`src/rtl/mux_rr_arbiter.sv`:
```
// rtl/mux_rr_arbiter.sv - round-robin arbiter and sequencer for a 4-to-1 8-bit mux tree (optional burst lock: MUX_ARB_LOCK_EN)
module mux_rr_arbiter (
    input  logic       clk,
    input  logic       rst,
    input  logic [3:0] req,
    input  logic [3:0] lock,
    input  logic [7:0] mux_f,
    output logic       sel1,
    output logic       sel2,
    output logic       sel3,
    output logic [3:0] gnt,
    output logic [7:0] out_data,
    output logic       out_valid,
    input  logic       out_ready
);

    typedef enum logic {
        EMPTY = 1'b0,
        FULL  = 1'b1
    } state_t;

    state_t     state;
    state_t     state_next;
    logic [1:0] last;
    logic [1:0] rr_winner;
    logic [1:0] rr_idx;
    logic       rr_found;
    logic [1:0] winner;
    logic       free;
    logic       take;

    // The output slot can accept a new byte when empty or when the current one leaves this edge.
    assign free      = (state == EMPTY) || out_ready;
    assign take      = free && (|req);
    assign out_valid = (state == FULL);

    // Round-robin search starting just after the most recent winner, wrapping back to it last.
    always_comb begin
        rr_winner = last;
        rr_idx    = last;
        rr_found  = 1'b0;
        for (int k = 1; k <= 4; k++) begin
            rr_idx = last + 2'(k);
            if (!rr_found && req[rr_idx]) begin
                rr_winner = rr_idx;
                rr_found  = 1'b1;
            end
        end
    end

`ifdef MUX_ARB_LOCK_EN
    logic [1:0] owner;
    logic       owner_valid;
    logic       owner_hold;

    // The owner keeps the tree only while it holds both its request and its lock.
    assign owner_hold = owner_valid && req[owner] && lock[owner];
    assign winner     = owner_hold ? owner : rr_winner;

    // Track the burst-lock owner: claimed on a locked take, dropped as soon as req or lock falls.
    always_ff @(posedge clk or posedge rst) begin
        if (rst) begin
            owner       <= 2'd0;
            owner_valid <= 1'b0;
        end else if (take && lock[winner]) begin
            owner       <= winner;
            owner_valid <= 1'b1;
        end else if (!owner_hold) begin
            owner_valid <= 1'b0;
        end
    end
`else
    logic unused_lock;

    assign unused_lock = ^lock;
    assign winner      = rr_winner;
`endif

    // Output-stage occupancy register.
    always_ff @(posedge clk or posedge rst) begin
        if (rst) begin
            state <= EMPTY;
        end else begin
            state <= state_next;
        end
    end

    // Next occupancy and tree selects; selects idle high when nothing is being captured.
    always_comb begin
        state_next = state;
        sel1       = 1'b1;
        sel2       = 1'b1;
        sel3       = 1'b1;
        if (take) begin
            state_next = FULL;
            case (winner)
                2'd0: begin
                    sel1 = 1'b1;
                    sel2 = 1'b1;
                    sel3 = 1'b1;
                end
                2'd1: begin
                    sel1 = 1'b0;
                    sel2 = 1'b1;
                    sel3 = 1'b1;
                end
                2'd2: begin
                    sel1 = 1'b1;
                    sel2 = 1'b1;
                    sel3 = 1'b0;
                end
                default: begin
                    sel1 = 1'b1;
                    sel2 = 1'b0;
                    sel3 = 1'b0;
                end
            endcase
        end else if ((state == FULL) && out_ready) begin
            state_next = EMPTY;
        end
    end

    // Capture the routed byte, pulse the winner's grant and advance the round-robin pointer.
    always_ff @(posedge clk or posedge rst) begin
        if (rst) begin
            out_data <= 8'h00;
            gnt      <= 4'b0000;
            last     <= 2'd3;
        end else begin
            if (take) begin
                out_data <= mux_f;
                gnt      <= 4'b0001 << winner;
                last     <= winner;
            end else begin
                gnt      <= 4'b0000;
            end
        end
    end

endmodule
```
`config.mk`:
```
export PLATFORM = sky130hd
export DESIGN_NAME = mux_rr_arbiter
export DESIGN_NICKNAME = d
export VERILOG_FILES = /design/src/rtl/mux_rr_arbiter.sv
export SDC_FILE = /design/constraint.sdc
export NUM_CORES = 1
export LEC_CHECK = 0
export CAP_MARGIN = 25
export CORE_MARGIN = 2
export CORE_UTILIZATION = 34
export DETAILED_ROUTE_END_ITERATION = 8
export GPL_TIMING_DRIVEN = 0
export PLACE_DENSITY_LB_ADDON = 0.15
export SLEW_MARGIN = 20
export SYNTH_ARGS = -nofsm -noshare
export SYNTH_HDL_FRONTEND = slang
export SYNTH_SLANG_ARGS = --single-unit
```
`constraint.sdc`:
```
create_clock -name clk -period 1.3 [get_ports clk]
set_input_delay 0.195 -clock clk [delete_from_list [all_inputs] [get_ports clk]]
set_output_delay 0.195 -clock clk [all_outputs]
set_load 0.05 [all_outputs]
```
### Word level (Yosys, flattened, before mapping)

Cells that the tools add are included.

* flip-flop bits (word level): 15
* output and inout bits: 16
* word-level logic and storage cells: 53

* add/sub/neg operators: 3
* $lt $le $gt $ge: 4
* eq/ne operators: 2
* shift-type cells: 1
* mux-type cells: 24
* bitwise logic cells: 1
* reduce and logical (&&, ||, !) cells: 14

Operators by type and width (number)
* $mux 1: 15
* $lt 2x3->1 const B: 4
* $bmux 1 s2: 4
* $mux 2: 4
* $logic_and 1x1->1: 5
* $add 2x2->2 const B: 2
* $mux 4: 1
* $reduce_or 4->1: 1
* $shl 1x2->4 const A: 1
* $logic_not 1->1: 3
* $reduce_or 3->1: 1
* $add 2x1->2 const B: 1
* $eq 2x1->1 const B: 1
* $eq 2x2->1 const B: 1
* $logic_not 2->1: 1
* $reduce_bool 2->1: 1
* $reduce_or 2->1: 1
* $logic_or 1x1->1: 1
* $not 1->1: 1

### Logic depth before layout (Yosys ltp)

* depth in word-level cells: 17
* depth in mapped cells: 5
* gate-level depth less buffers: 4

### Least setup slack after synthesis

No wires, ideal clock.

* path type: register to output
* start point: register last[0]
* end point: output sel2
* data arrival time: 1.474 ns
* path slack: -0.369 ns
* cell stages (with the launch flop): 5
* path buffers: 0
* cells stage by stage: dfstp_2 nand2b_1 o21ai_1 a221o_1 nand3_1

* cells in the longest elaborated chain, start to end: 17
* elaborated cells on any way between the ends: 30
* classes of those cells: add/sub (3); eq/ne (2); mux (17); reduce/logical (8)

Ends and longest elaborated chain
* start: declaration: RTL line 24 `logic [1:0] last;`
* start signal: assignment: RTL line 133 `last <= winner;`
* $add 2x1->2: RTL line 43 `rr_idx = last + 2'(k);`
* $bmux 1 s2: RTL line 44 `if (!rr_found && req[rr_idx]) begin`
* $mux 1 (implied by the code): RTL line 44
* $mux 1: RTL line 44
* $logic_not 1->1: RTL line 44
* $logic_and 1x1->1: RTL line 44
* $mux 1: RTL line 44
* $logic_not 1->1: RTL line 44
* $logic_and 1x1->1: RTL line 44
* $mux 1: RTL line 44
* $logic_not 1->1: RTL line 44
* $logic_and 1x1->1: RTL line 44
* $mux 2 *: RTL line 44
* $eq 2x1->1, or another cell as far along: RTL line 96 `case (winner)`
* $reduce_or 3->1 (no line) *
* $mux 1 *: RTL line 96
* $mux 1 *: RTL line 94 `if (take) begin`
* end: declaration: RTL line 9 `output logic sel2,`

Every way passes the cells marked *; elsewhere a longest branch is shown, timed or not. The select of a mux whose other input is x is not followed.

### Final worst setup path

Ends and elaborated chain as after synthesis.

==> summary.txt <==
GRT Total Usage = 14.9%
final cell count without fillers = 140
Layout fillers = 172
row count = 16
worst reg-to-reg setup slack = -370 ps
kind of critical path = reg2out
Worst Tran Pin Value = 549 ps
Max Freq = 533 MHz
Worst-path clk slew = 100 ps
Core Region = 1920 µm²
Inst Count DP = 129
layout cells sized above 1 = 39.8%
ANT cells = 0
critical path data arrival time = 1680 ps
vias per cell = 4.66
LEAKAGE = 0.556 nW
Area Growth Syn to Fin = 74.3%
Clk Latency, worst-skew pair = 290 ps
Critical Path RT = 1110 ps
FF-to-FF path depth = 6
Bufs on Longest Clock Path = 2
PnR Total Power = 1.72 mW
first-pass GRT wire length = 2.64 mm
# DRC = 0
DR vias = 652
RSZ-0062 raised after global routing = yes
failing checks = negative setup slack
Final setup viols = 7
synthesized area per cell = 9.47 µm²
vias in the first global route = 632
Area contributors post-synth = dfrtp_1, nand2_1, dfstp_2
register area share after synthesis = 55.4%
VDD IR max = 0.866 mV
# IOs = 35
Detailed Place HPWL = 1.12 mm
ys async rst share = 100%
routed wire length = 1.55 mm
die extent in x = 48.8 µm
post-synthesis sequential element count = 15
Primary FF master, synth = dfrtp_1
most frequent cell after synthesis = nand2_1
RR Endpoint = gnt[3]$_DFF_PP0_
worst setup margin = -578 ps
# clock sinks = 15
pre-CTS setup slack = -1200 ps
Multi-input gate area = 344 µm²
status = finished, violations left
CTS Root Cell = clkbuf_4
final setup TNS = -2680 ps
max-cap viol count = 0
crit end category = primary output
DRT Pass-1 Iters = 3
routability cong. = 0.716
Die Span Y = 48.8 µm
max-slew violations = 0
H-tree Lvls = 1
Post-synth EDFFs = 0
largest net degree at the start of global routing = 16
Reg2Reg Launch Point = last[0]$_DFFE_PP1P_
Finished Core Util = 61.8%
starting density of the core = 35.5%
Post-DRT Antenna Nets = 0
cell area after synthesis = 682 µm²
startpoint types = flop
clk_skew = 9.74 ps
fin nets = 133
final hold vios = 0
Yosys warning count = 0
DR WL/cell = 11.1 µm
power density over the cells = 1450 nW/µm²
port bufs = 30
synth cell count leaders = nand2_1, dfrtp_1, a21oi_1, inv_1, nand2b_1
min-delay worst type = in2async
gr ovfl total = 0
worst-path maximum fanout = 4
Syn Inst Count = 72
register area = 379 µm²
fin crit period = 1880 ps
Max-Slew Margin vs Limit = 63.3%
DRT iter0 DRCs = 2
top-area cell type share of the netlist area = 47.7%
die area = 2380 µm²
crit share post-route = 144%
Syn Nets = 91
initial antenna violation count = 0
Yosys top cell by area = dfrtp_1
Num CTS Buffers = 3
TritonCTS clock tree = done
Yosys cell types = 22
worst max-delay path by stage:
stage	slack (ps)	end	start	cells past startpoint
finish	-580	sel2	last[0]$_DFFE_PP1P_	5
global placement	-1190	sel2	req[3]	6
global route	-630	sel2	last[0]$_DFFE_PP1P_	5
CTS	-630	sel2	last[0]$_DFFE_PP1P_	5
detailed placement	-1200	sel2	req[3]	6
floorplan	-180	sel2	last[0]$_DFFE_PP1P_	4
area by class of cell:
class / count / area share, %
sequential: 15 / 31.9
clock inverter: 1 / 0.421
timing repair buffer: 37 / 32.1
tap: 27 / 2.84
multi-input combinational: 53 / 28.9
clock buffer: 3 / 1.89
inverter: 3 / 0.947
buffer: 1 / 0.947
power breakdown:
group | total (mW) | switching, mW | internal, mW
clock | 0.271 | 0.157 | 0.115
combinational | 0.849 | 0.496 | 0.353
sequential | 0.600 | 0.0470 | 0.553
total | 1.72 | 0.700 | 1.02
cells in the final DEF, fill, tap and decap left out, types with 2 or more instances in the layout:
cell / count
nand2b_1: 2
buf_8: 3
clkdlybuf4s50_1: 10
o21ai_0: 2
dfrtp_1: 12
dfstp_2: 2
nand2_1: 28
nand3_4: 2
dlygate4sd2_1: 4
inv_1: 3
clkbuf_4: 3
buf_6: 2
buf_4: 6
a21oi_1: 2
clkdlybuf4s15_2: 12
metal layers:
metal	track usage [%]	up-vias	part of all wire [%]
met5	0	-	0
met4	11.4	0	3.3
met3	3.37	5	4.8
met2	26.9	20	54
met1	14.6	310	38
li1	-	317	-
cells by family after synthesis:
family / Yosys count / synth area share, %
flip-flops: 15 / 55.4
buffers and inverters: 4 / 3.30
AO/OA/AOI/OAI: 11 / 10.6
AND/OR/NAND/NOR: 42 / 30.6
worst max-delay path: stages (launching register included):
cell      delay [ps]
dfstp_2          560
nand2b_4         130
o21ai_2           60
a221o_2          410
nand3_4           90
buf_8            140
sequential cells by signal, summed over array words and instances, names as in the netlist:
signal     cells
out_data       8
gnt            4
last           2
out_valid      1
what timing repair did:
item	in CTS	in global routing
endpoints found under the setup margin	29	8
resized for setup	69	4
pin swaps	6	5
hold buffers	0	0
setup buffers	5	2
metrics by stage:
| step | hold WS, ps | cell area, µm² |
|---|---|---|
| 2_1_floorplan | 95.0 | 731 |
| 6_report | 258 | 1190 |
| 3_5_place_dp | 466 | 1060 |
| 5_1_grt | 332 | 1190 |
| 4_1_cts | 257 | 1160 |
| 3_3_place_gp | 457 | 1060 |
(Power assumes the default switching activity.)
